===== config.mk =====
export PLATFORM = sky130hd
export DESIGN_NAME = i2s_frame_tx
export DESIGN_NICKNAME = d
export VERILOG_FILES = /design/src/rtl/i2s_frame_tx_pkg.sv /design/src/rtl/i2s_frame_tx_bclk_divider.sv /design/src/rtl/i2s_frame_tx.sv
export SDC_FILE = /design/constraint.sdc
export NUM_CORES = 1
export LEC_CHECK = 0
export CORE_MARGIN = 5
export CORE_UTILIZATION = 56
export CTS_CLUSTER_SIZE = 30
export DETAILED_ROUTE_END_ITERATION = 7
export GPL_TIMING_DRIVEN = 0
export PLACE_DENSITY = 0.8
export SYNTH_ARGS = -nofsm -noshare
export SYNTH_HDL_FRONTEND = slang
export SYNTH_SLANG_ARGS = --single-unit

===== constraint.sdc =====
create_clock -name Clock -period 2.8 [get_ports Clock]
set_input_delay 0.56 -clock Clock [delete_from_list [all_inputs] [get_ports Clock]]
set_output_delay 0.56 -clock Clock [all_outputs]
set_load 0.03 [all_outputs]

===== src/rtl/i2s_frame_tx_pkg.sv =====
// Shared types and defaults for the I2S frame transmitter.
package i2s_frame_tx_pkg;

  typedef enum logic [1:0] {
    ST_IDLE  = 2'd0,
    ST_RUN   = 2'd1,
    ST_DRAIN = 2'd2
  } state_e;

  localparam int unsigned DEF_CLK_DIV  = 4;
  localparam int unsigned DEF_SAMPLE_W = 16;
  localparam int unsigned DEF_SLOT_W   = 32;

  // Counter width able to hold 0..n-1, never narrower than one bit.
  function automatic int unsigned cnt_w(input int unsigned n);
    return (n > 1) ? $clog2(n) : 1;
  endfunction

endpackage


===== src/rtl/i2s_frame_tx_bclk_divider.sv =====
// Bit-clock divider: counts CLK_DIV cycles per BCLK half-period and flags BCLK falling edges.
module i2s_frame_tx_bclk_divider
  import i2s_frame_tx_pkg::*;
#(
  parameter int unsigned CLK_DIV = DEF_CLK_DIV
) (
  input  logic clk,
  input  logic rst,
  input  logic en,
  output logic bclk,
  output logic fall_c
);

  localparam int unsigned      DIV_W    = cnt_w(CLK_DIV);
  localparam logic [DIV_W-1:0] DIV_LAST = DIV_W'(CLK_DIV - 1);

  logic [DIV_W-1:0] div_q, div_d;
  logic             bclk_q, bclk_d;

  // Count while enabled, toggle BCLK on wrap; cleared to zero while disabled.
  always_comb begin
    div_d  = div_q;
    bclk_d = bclk_q;
    if (!en) begin
      div_d  = '0;
      bclk_d = 1'b0;
    end else if (div_q == DIV_LAST) begin
      div_d  = '0;
      bclk_d = ~bclk_q;
    end else begin
      div_d = div_q + DIV_W'(1);
    end
  end

  // Divider state register.
  always_ff @(posedge clk or posedge rst) begin
    if (rst) begin
      div_q  <= '0;
      bclk_q <= 1'b0;
    end else begin
      div_q  <= div_d;
      bclk_q <= bclk_d;
    end
  end

  assign bclk   = bclk_q;
  assign fall_c = en && bclk_q && (div_q == DIV_LAST);

endmodule


===== src/rtl/i2s_frame_tx.sv =====
// Master-mode I2S transmitter: BCLK/LRCK generation, one-pair buffer, serialiser, frame strobe.
module i2s_frame_tx
  import i2s_frame_tx_pkg::*;
#(
  parameter int unsigned CLK_DIV  = DEF_CLK_DIV,
  parameter int unsigned SAMPLE_W = DEF_SAMPLE_W,
  parameter int unsigned SLOT_W   = DEF_SLOT_W
) (
  input  logic                Clock,
  input  logic                Reset,
  input  logic                Enable,
  input  logic [SAMPLE_W-1:0] InLeft,
  input  logic [SAMPLE_W-1:0] InRight,
  input  logic                InValid,
  output logic                InReady,
  output logic                BCLK,
  output logic                LRCK,
  output logic                SDATA,
  output logic                Frame,
  output logic                Underrun,
  output logic                Busy
);

  localparam int unsigned      BIT_W    = cnt_w(2 * SLOT_W);
  localparam int unsigned      PAIR_W   = 2 * SAMPLE_W;
  localparam logic [BIT_W-1:0] BIT_LAST = BIT_W'(2 * SLOT_W - 1);
  localparam logic [BIT_W-1:0] L_FIRST  = BIT_W'(1);
  localparam logic [BIT_W-1:0] L_LAST   = BIT_W'(SAMPLE_W);
  localparam logic [BIT_W-1:0] R_FIRST  = BIT_W'(SLOT_W + 1);
  localparam logic [BIT_W-1:0] R_LAST   = BIT_W'(SLOT_W + SAMPLE_W);
  localparam logic [BIT_W-1:0] LR_SPLIT = BIT_W'(SLOT_W);

  state_e              state_q, state_d;
  logic [BIT_W-1:0]    b_q, b_d;
  logic                lrck_q, lrck_d;
  logic                sdata_q, sdata_d;
  logic                frame_q, frame_d;
  logic                underrun_q, underrun_d;
  logic                busy_q, busy_d;
  logic                buf_empty_q, buf_empty_d;
  logic [SAMPLE_W-1:0] buf_l_q, buf_l_d;
  logic [SAMPLE_W-1:0] buf_r_q, buf_r_d;
  logic [PAIR_W-1:0]   shreg_q, shreg_d;
  logic                fall_c;
  logic                wrap_c;

  i2s_frame_tx_bclk_divider #(
    .CLK_DIV(CLK_DIV)
  ) u_div (
    .clk   (Clock),
    .rst   (Reset),
    .en    (state_q != ST_IDLE),
    .bclk  (BCLK),
    .fall_c(fall_c)
  );

  assign wrap_c = fall_c && (b_q == BIT_LAST);

  // Run-state FSM; frame and underrun strobes are decided one cycle ahead so they land in the frame-start cycle.
  always_comb begin
    state_d    = state_q;
    frame_d    = 1'b0;
    unique case (state_q)
      ST_IDLE: begin
        if (Enable) begin
          state_d = ST_RUN;
          frame_d = 1'b1;
        end
      end
      ST_RUN: begin
        if (wrap_c) begin
          if (Enable) frame_d = 1'b1;
          else        state_d = ST_IDLE;
        end else if (!Enable) begin
          state_d = ST_DRAIN;
        end
      end
      ST_DRAIN: begin
        if (Enable) begin
          state_d = ST_RUN;
          frame_d = wrap_c;
        end else if (wrap_c) begin
          state_d = ST_IDLE;
        end
      end
      default: state_d = ST_IDLE;
    endcase
    busy_d     = (state_d != ST_IDLE);
    underrun_d = frame_d && buf_empty_d;
  end

  // Buffer hand-off in the frame-start cycle, sample capture, bit index and serialiser.
  always_comb begin
    buf_empty_d = buf_empty_q;
    buf_l_d     = buf_l_q;
    buf_r_d     = buf_r_q;
    shreg_d     = shreg_q;
    sdata_d     = sdata_q;
    b_d         = b_q;
    if (frame_q) begin
      shreg_d     = buf_empty_q ? '0 : {buf_l_q, buf_r_q};
      buf_empty_d = 1'b1;
    end
    if (InValid && buf_empty_q) begin
      buf_l_d     = InLeft;
      buf_r_d     = InRight;
      buf_empty_d = 1'b0;
    end
    if (state_q == ST_IDLE) begin
      b_d     = '0;
      sdata_d = 1'b0;
    end else if (fall_c) begin
      b_d = (b_q == BIT_LAST) ? '0 : b_q + BIT_W'(1);
      if (((b_d >= L_FIRST) && (b_d <= L_LAST)) || ((b_d >= R_FIRST) && (b_d <= R_LAST))) begin
        sdata_d = shreg_q[PAIR_W-1];
        shreg_d = {shreg_q[PAIR_W-2:0], 1'b0};
      end else begin
        sdata_d = 1'b0;
      end
    end
    lrck_d = (b_d >= LR_SPLIT);
  end

  // State and output registers.
  always_ff @(posedge Clock or posedge Reset) begin
    if (Reset) begin
      state_q     <= ST_IDLE;
      b_q         <= '0;
      lrck_q      <= 1'b0;
      sdata_q     <= 1'b0;
      frame_q     <= 1'b0;
      underrun_q  <= 1'b0;
      busy_q      <= 1'b0;
      buf_empty_q <= 1'b1;
      buf_l_q     <= '0;
      buf_r_q     <= '0;
      shreg_q     <= '0;
    end else begin
      state_q     <= state_d;
      b_q         <= b_d;
      lrck_q      <= lrck_d;
      sdata_q     <= sdata_d;
      frame_q     <= frame_d;
      underrun_q  <= underrun_d;
      busy_q      <= busy_d;
      buf_empty_q <= buf_empty_d;
      buf_l_q     <= buf_l_d;
      buf_r_q     <= buf_r_d;
      shreg_q     <= shreg_d;
    end
  end

  assign InReady  = buf_empty_q;
  assign LRCK     = lrck_q;
  assign SDATA    = sdata_q;
  assign Frame    = frame_q;
  assign Underrun = underrun_q;
  assign Busy     = busy_q;

endmodule


**After elaboration in Yosys (flattened, before gate mapping)**

Index checks and enable logic that the tools add are counted.

- Register bits after elaboration: 81
- Latch bits: 0
- RAM bits: 0
- Bits in read-only memories: 0
- Input port bits: 36
- Output and inout port bits: 7
- Logic and storage cells: 66
- Memories kept: 0

- Add/subtract/negate cells: 2
- Multiply operators: 0
- Div/mod/pow operators: 0
- Order comparisons: 5
- Equality and inequality tests: 5
- Shift operators: 0
- Multiplexer cells: 28
- Bitwise logic cells: 1
- Reductions and logical operators: 12

Operators by type and width:

| cell | count |
|---|---|
| 32-bit two-way mux | 5 |
| 6-bit two-way mux | 3 |
| 2-bit two-way mux | 8 |
| 6-bit >= comparator, second input constant | 2 |
| 1-bit two-way mux | 10 |
| 1-bit logical AND | 7 |
| 6-bit by 1-bit adder with 6-bit output, second input constant | 1 |
| 6-bit == test, second input constant | 1 |
| 6-bit by 1-bit >= comparator with 1-bit output, second input constant | 1 |
| 6-bit by 5-bit <= comparator with 1-bit output, second input constant | 1 |
| 6-bit <= comparator, second input constant | 1 |
| 2-bit case mux with 3 select lines | 1 |
| 2-bit nonzero test | 3 |
| 2-bit == test, second input constant | 2 |
| 1-bit case mux with 3 select lines | 1 |
| 2-bit by 1-bit adder with 2-bit output, second input constant | 1 |
| 2-bit by 1-bit == test with 1-bit output, second input constant | 1 |
| 2-bit zero test | 1 |
| 2-bit inequality test, second input constant | 1 |
| 1-bit logical OR | 1 |
| 1-bit NOT | 1 |

**Depth between registers and ports, before layout**

- Depth after elaboration: 8
- Mapped depth: 7
- Gate-level depth less buffers: 6

**Cells and area by module**

From an unflattened synthesis, not the netlist that was laid out.

- Cell total of the unflattened synthesis: 321
- Area total of the unflattened synthesis: 3,739.8 µm²

Modules (own cells, without submodules):

| module | times used | cells each | area each (µm²) | seq. area each (µm²) |
|---|---|---|---|---|
| i2s_frame_tx | 1 | 311 | 3,613.5 | 1,953.1 |
| i2s_frame_tx_bclk_divider | 1 | 10 | 126.4 | 75.1 |

**Least setup slack after synthesis**

OpenSTA, ideal clock, no wires.

- Path type: register -> register
- Start: register b_q[0]
- End: register shreg_q[11]
- Setup time: 0.125 ns
- Arrival: 1.729 ns
- Required time: 2.675 ns
- Slack: 0.946 ns
- Cell stages (with the launch flop): 7
- Buffers on the path: 1
- Period minus slack after synthesis: 1.854 ns
- Cell sequence: dfrtp_1 -> ha_1 -> nand2_1 -> or3_4 -> nand3_4 -> buf_12 -> mux2_4

- Word-level cells in the longest chain between the ends: 8
- Elaborated cells on any way between the ends: 13
- Classes of those cells: add/sub (1); order compare (4); eq/ne (1); mux (4); reduce/logical (3)

RTL lines:

| element | line | source |
|---|---|---|
| start, declared | i2s_frame_tx.sv:34 | `logic [BIT_W-1:0] b_q, b_d;` |
| start signal, assigned | i2s_frame_tx.sv:128 | `b_q <= '0;` |
| start signal, assigned | i2s_frame_tx.sv:140 | `b_q <= b_d;` |
| 6-bit by 1-bit adder with 6-bit output or 6-bit == test (tied branches) | i2s_frame_tx.sv:113 | `b_d = (b_q == BIT_LAST) ? '0 : b_q + BIT_W'(1);` |
| 6-bit two-way mux * | i2s_frame_tx.sv:113 |  |
| 6-bit by 1-bit >= comparator with 1-bit output (tied with other cells) | i2s_frame_tx.sv:114 | `if (((b_d >= L_FIRST) && (b_d <= L_LAST)) \|\| ((b_d >= R_FIRST) && (b_d <= R_LAST))) begin` |
| 1-bit logical AND | i2s_frame_tx.sv:114 |  |
| 1-bit logical OR * | i2s_frame_tx.sv:114 |  |
| 32-bit two-way mux * | i2s_frame_tx.sv:114 |  |
| 32-bit two-way mux * | i2s_frame_tx.sv:112 | `end else if (fall_c) begin` |
| 32-bit two-way mux * | i2s_frame_tx.sv:109 | `if (state_q == ST_IDLE) begin` |
| named net shreg_d[11] | i2s_frame_tx.sv:43 | `logic [PAIR_W-1:0] shreg_q, shreg_d;` |
| end signal, assigned | i2s_frame_tx.sv:149 | `shreg_q <= shreg_d;` |
| end, declared | i2s_frame_tx.sv:43 |  |

The timed path passes the listed nets; every way through them passes the cells marked *.
A chain may end at the register's enable or synchronous reset.

**Worst setup path in the final report**

- Start: register buf_empty_q (netlist: InReady)
- End: output InReady

RTL lines:

| element | line | source |
|---|---|---|
| start, declared | i2s_frame_tx.sv:40 | `logic buf_empty_q, buf_empty_d;` |
| start signal, assigned | i2s_frame_tx.sv:146 | `buf_empty_q <= buf_empty_d;` |
| end, declared | i2s_frame_tx.sv:15 | `output logic InReady,` |

No word-level cell between the ends.

==> results_dict.tcl <==
set metrics [dict create \
    ys.flop_type "dfrtp_1" \
    dpl.cell_count 448 \
    setup_viol 0 \
    cts_setup_buffers 0 \
    ant_nets 0 \
    crit_chain "clkdlybuf4s50_1" \
    vias 2553 \
    fp.coreArea_um2 6720 \
    ys_ff_latch 81 \
    ys_warn_count 0 \
    syn_area_per_cell_um2 11.7 \
    critPathRequiredTime_ns 2.24 \
    max_stage_delay_ns 0.71 \
    die_width_um 92.4 \
    row_count 30 \
    grt_pass1_wl_mm 13.1 \
    p_leak_nw 2.11 \
    place.gp.congestion 0.858 \
    dr.first_iter.drc_count 100 \
    final_nets 423 \
    crit_path_top_delay_cell "clkdlybuf4s50_1" \
    dp_hpwl_mm 5.23 \
    synthCells 325 \
    ys_types 39 \
    power_mw 4.06 \
    boundaryPins 43 \
    cts_buffer_depth 2 \
    grt_setup_unrepaired "false" \
    finalSetupTns_ns 0 \
    fillers 524 \
    critPathKind "reg -> out" \
    diodes 0 \
    cp_num_buf_inv 1 \
    grt-ovfl-total 0 \
    reg2reg_slack_ns 0.73 \
    min_path_type "reg -> reg" \
    cts_max_level 3 \
    max_clock_freq_mhz 454 \
    drc 0 \
    layout_min_cycle_time_ns 2.21 \
    worstSetupStartpointType "register" \
    layout-drive-gt1-share_pct 20.3 \
    final_cell_area_um2 4530 \
    slew_violations 0 \
    hold_slack_ns 0.463 \
    cts_tree "built" \
    drv_cap 0 \
    worst_slack_ns 0.595 \
    syn_area_um2 3800 \
    yosysSeqAreaShare_pct 53.3 \
    portBuffers 42 \
    start_util_pct 56.6 \
    cp_max_fo 7 \
    antenna_found_initial 0 \
    finalHoldViolCount 0 \
    status "finished clean" \
    post-place-ws_ns 0.548 \
    avgRoutedWirePerCell_um 16.2 \
    worst_ep_arrival_time_ns 1.65 \
    grt_usage_pct 19.4 \
    slew_headroom_pct 60.5 \
    first_pass_iters 4 \
    routed_wl_mm 7.52 \
    crit_family "buffers and inverters" \
    postLayoutCoreUtil_pct 67.4 \
    clock_latency_ns 0.34 \
    placed_area_um2 4350 \
    final_cells 464 \
    clock-sinks 81 \
    worst_pin_slew_ns 0.592 \
    skew_ns 0.0120 \
    cts_hold_buffers 0 \
    avgViaCountPerCell 5.50 \
    path_clk_slew_ns 0.08 \
    cts-resized-gates 0 \
    period_share_pct 78.8 \
    pwr_density_cell_nw_per_um2 897 \
    async_flop_share_pct 100 \
    dieArea_um2 8540 \
    cts_buffers 9 \
    synth-edff-count 0 \
    crit_path_end_kind "output port" \
    syn-num-nets 369 \
    grt_max_degree 69 \
    die_height_um 92.4 \
    areaGrowthSynthToFinish_pct 19.0 \
    first_global_vias 2816 \
    vdd_drop_max_mv 0.584 \
    cts_root_buffer "clkbuf_8" \
]
==> layer usage <==
| metal | vias to the layer above | global-route usage [%] | routed length (um) |
|---|---|---|---|
| li1 | 1214 | - | - |
| met1 | 1269 | 24.6 | 3210 |
| met2 | 55 | 32.3 | 3900 |
| met3 | 15 | 3.82 | 286 |
| met4 | 0 | 8.66 | 127 |
| met5 | - | 0 | 0 |
==> report_power, final <==
part           switching, mW  internal (mW)  total, mW
logic                  0.676          0.746       1.42
clock network          0.412          0.344      0.755
registers              0.244           1.64       1.88
==> cell type report <==
class | count | area (um^2) | area share [%]
plain buffers | 16 | 110 | 2.43
clock buffers | 11 | 141 | 3.12
clock inverters | 5 | 31.3 | 0.691
inverters | 23 | 88.8 | 1.96
multi-input cells | 205 | 1580 | 34.9
flip-flops and latches | 81 | 2030 | 44.8
well taps | 80 | 100 | 2.21
repair buffers | 43 | 448 | 9.89
==> layout by cell type, fill, tap and decap left out, drive strengths merged, types with 6 or more instances in the layout <==
| cell | synthesis | layout |
|---|---|---|
| mux2i | 14 | 14 |
| buf | 9 | 10 |
| clkdlybuf4s50 | 0 | 42 |
| dfrtp | 80 | 80 |
| o21ai | 18 | 18 |
| clkbuf | 7 | 18 |
| inv | 23 | 23 |
| mux2 | 49 | 49 |
| nand2 | 30 | 30 |
| a21oi | 22 | 22 |
| a31oi | 6 | 6 |
| nor2b | 17 | 17 |
| nor2 | 11 | 11 |
| ha | 8 | 8 |
==> cell families after synthesis <==
logic type	share of synthesized area, %
flip-flops	53.3
AND/OR/NAND/NOR	10.4
multiplexers	19.8
AO/OA/AOI/OAI	8.06
buffers and inverters	5.16
adder cells (fa/ha/maj)	2.63
XOR/XNOR	0.691
==> cells in the mapped netlist (2+ instances only) <==
library cell	instances	area, um^2
buf_1	3	11.3
nor2_1	10	37.5
mux2i_1	14	140
o21a_1	2	15.0
buf_6	2	22.5
clkbuf_1	7	26.3
and2_1	3	18.8
a21oi_1	22	110
buf_2	2	10.0
xor2_1	2	17.5
mux2_4	16	240
nor2b_1	17	106
inv_1	23	86.3
o22ai_1	3	18.8
nand3_1	3	15.0
o21bai_1	2	15.0
mux2_2	33	372
or3_1	2	12.5
nand2_1	29	109
a31oi_1	6	37.5
o21ai_0	17	85.1
nor3_1	3	15.0
buf_12	2	40.0
ha_1	8	100
dfrtp_1	80	2000
==> final timing paths <==
path / startpoint / to / cells after the start
worst min-delay path: u_div.div_q[0] / u_div.div_q[0] / 1
max in group asynchronous: Reset / InReady / 3
worst max register to register: b_q[0] / shreg_q[15] / 6
worst min register to register: u_div.div_q[0] / u_div.div_q[0] / 1
worst max-delay path: InReady / InReady / 1
min in group asynchronous: Reset / Busy / 2
==> flip-flops by register name, indices dropped and copies added, names as in the netlist, 2 cells and up <==
register / count
buf_l_q: 16
buf_r_q: 16
state_q: 2
b_q: 6
u_div.div_q: 2
shreg_q: 32
(Power assumes the default switching activity.)
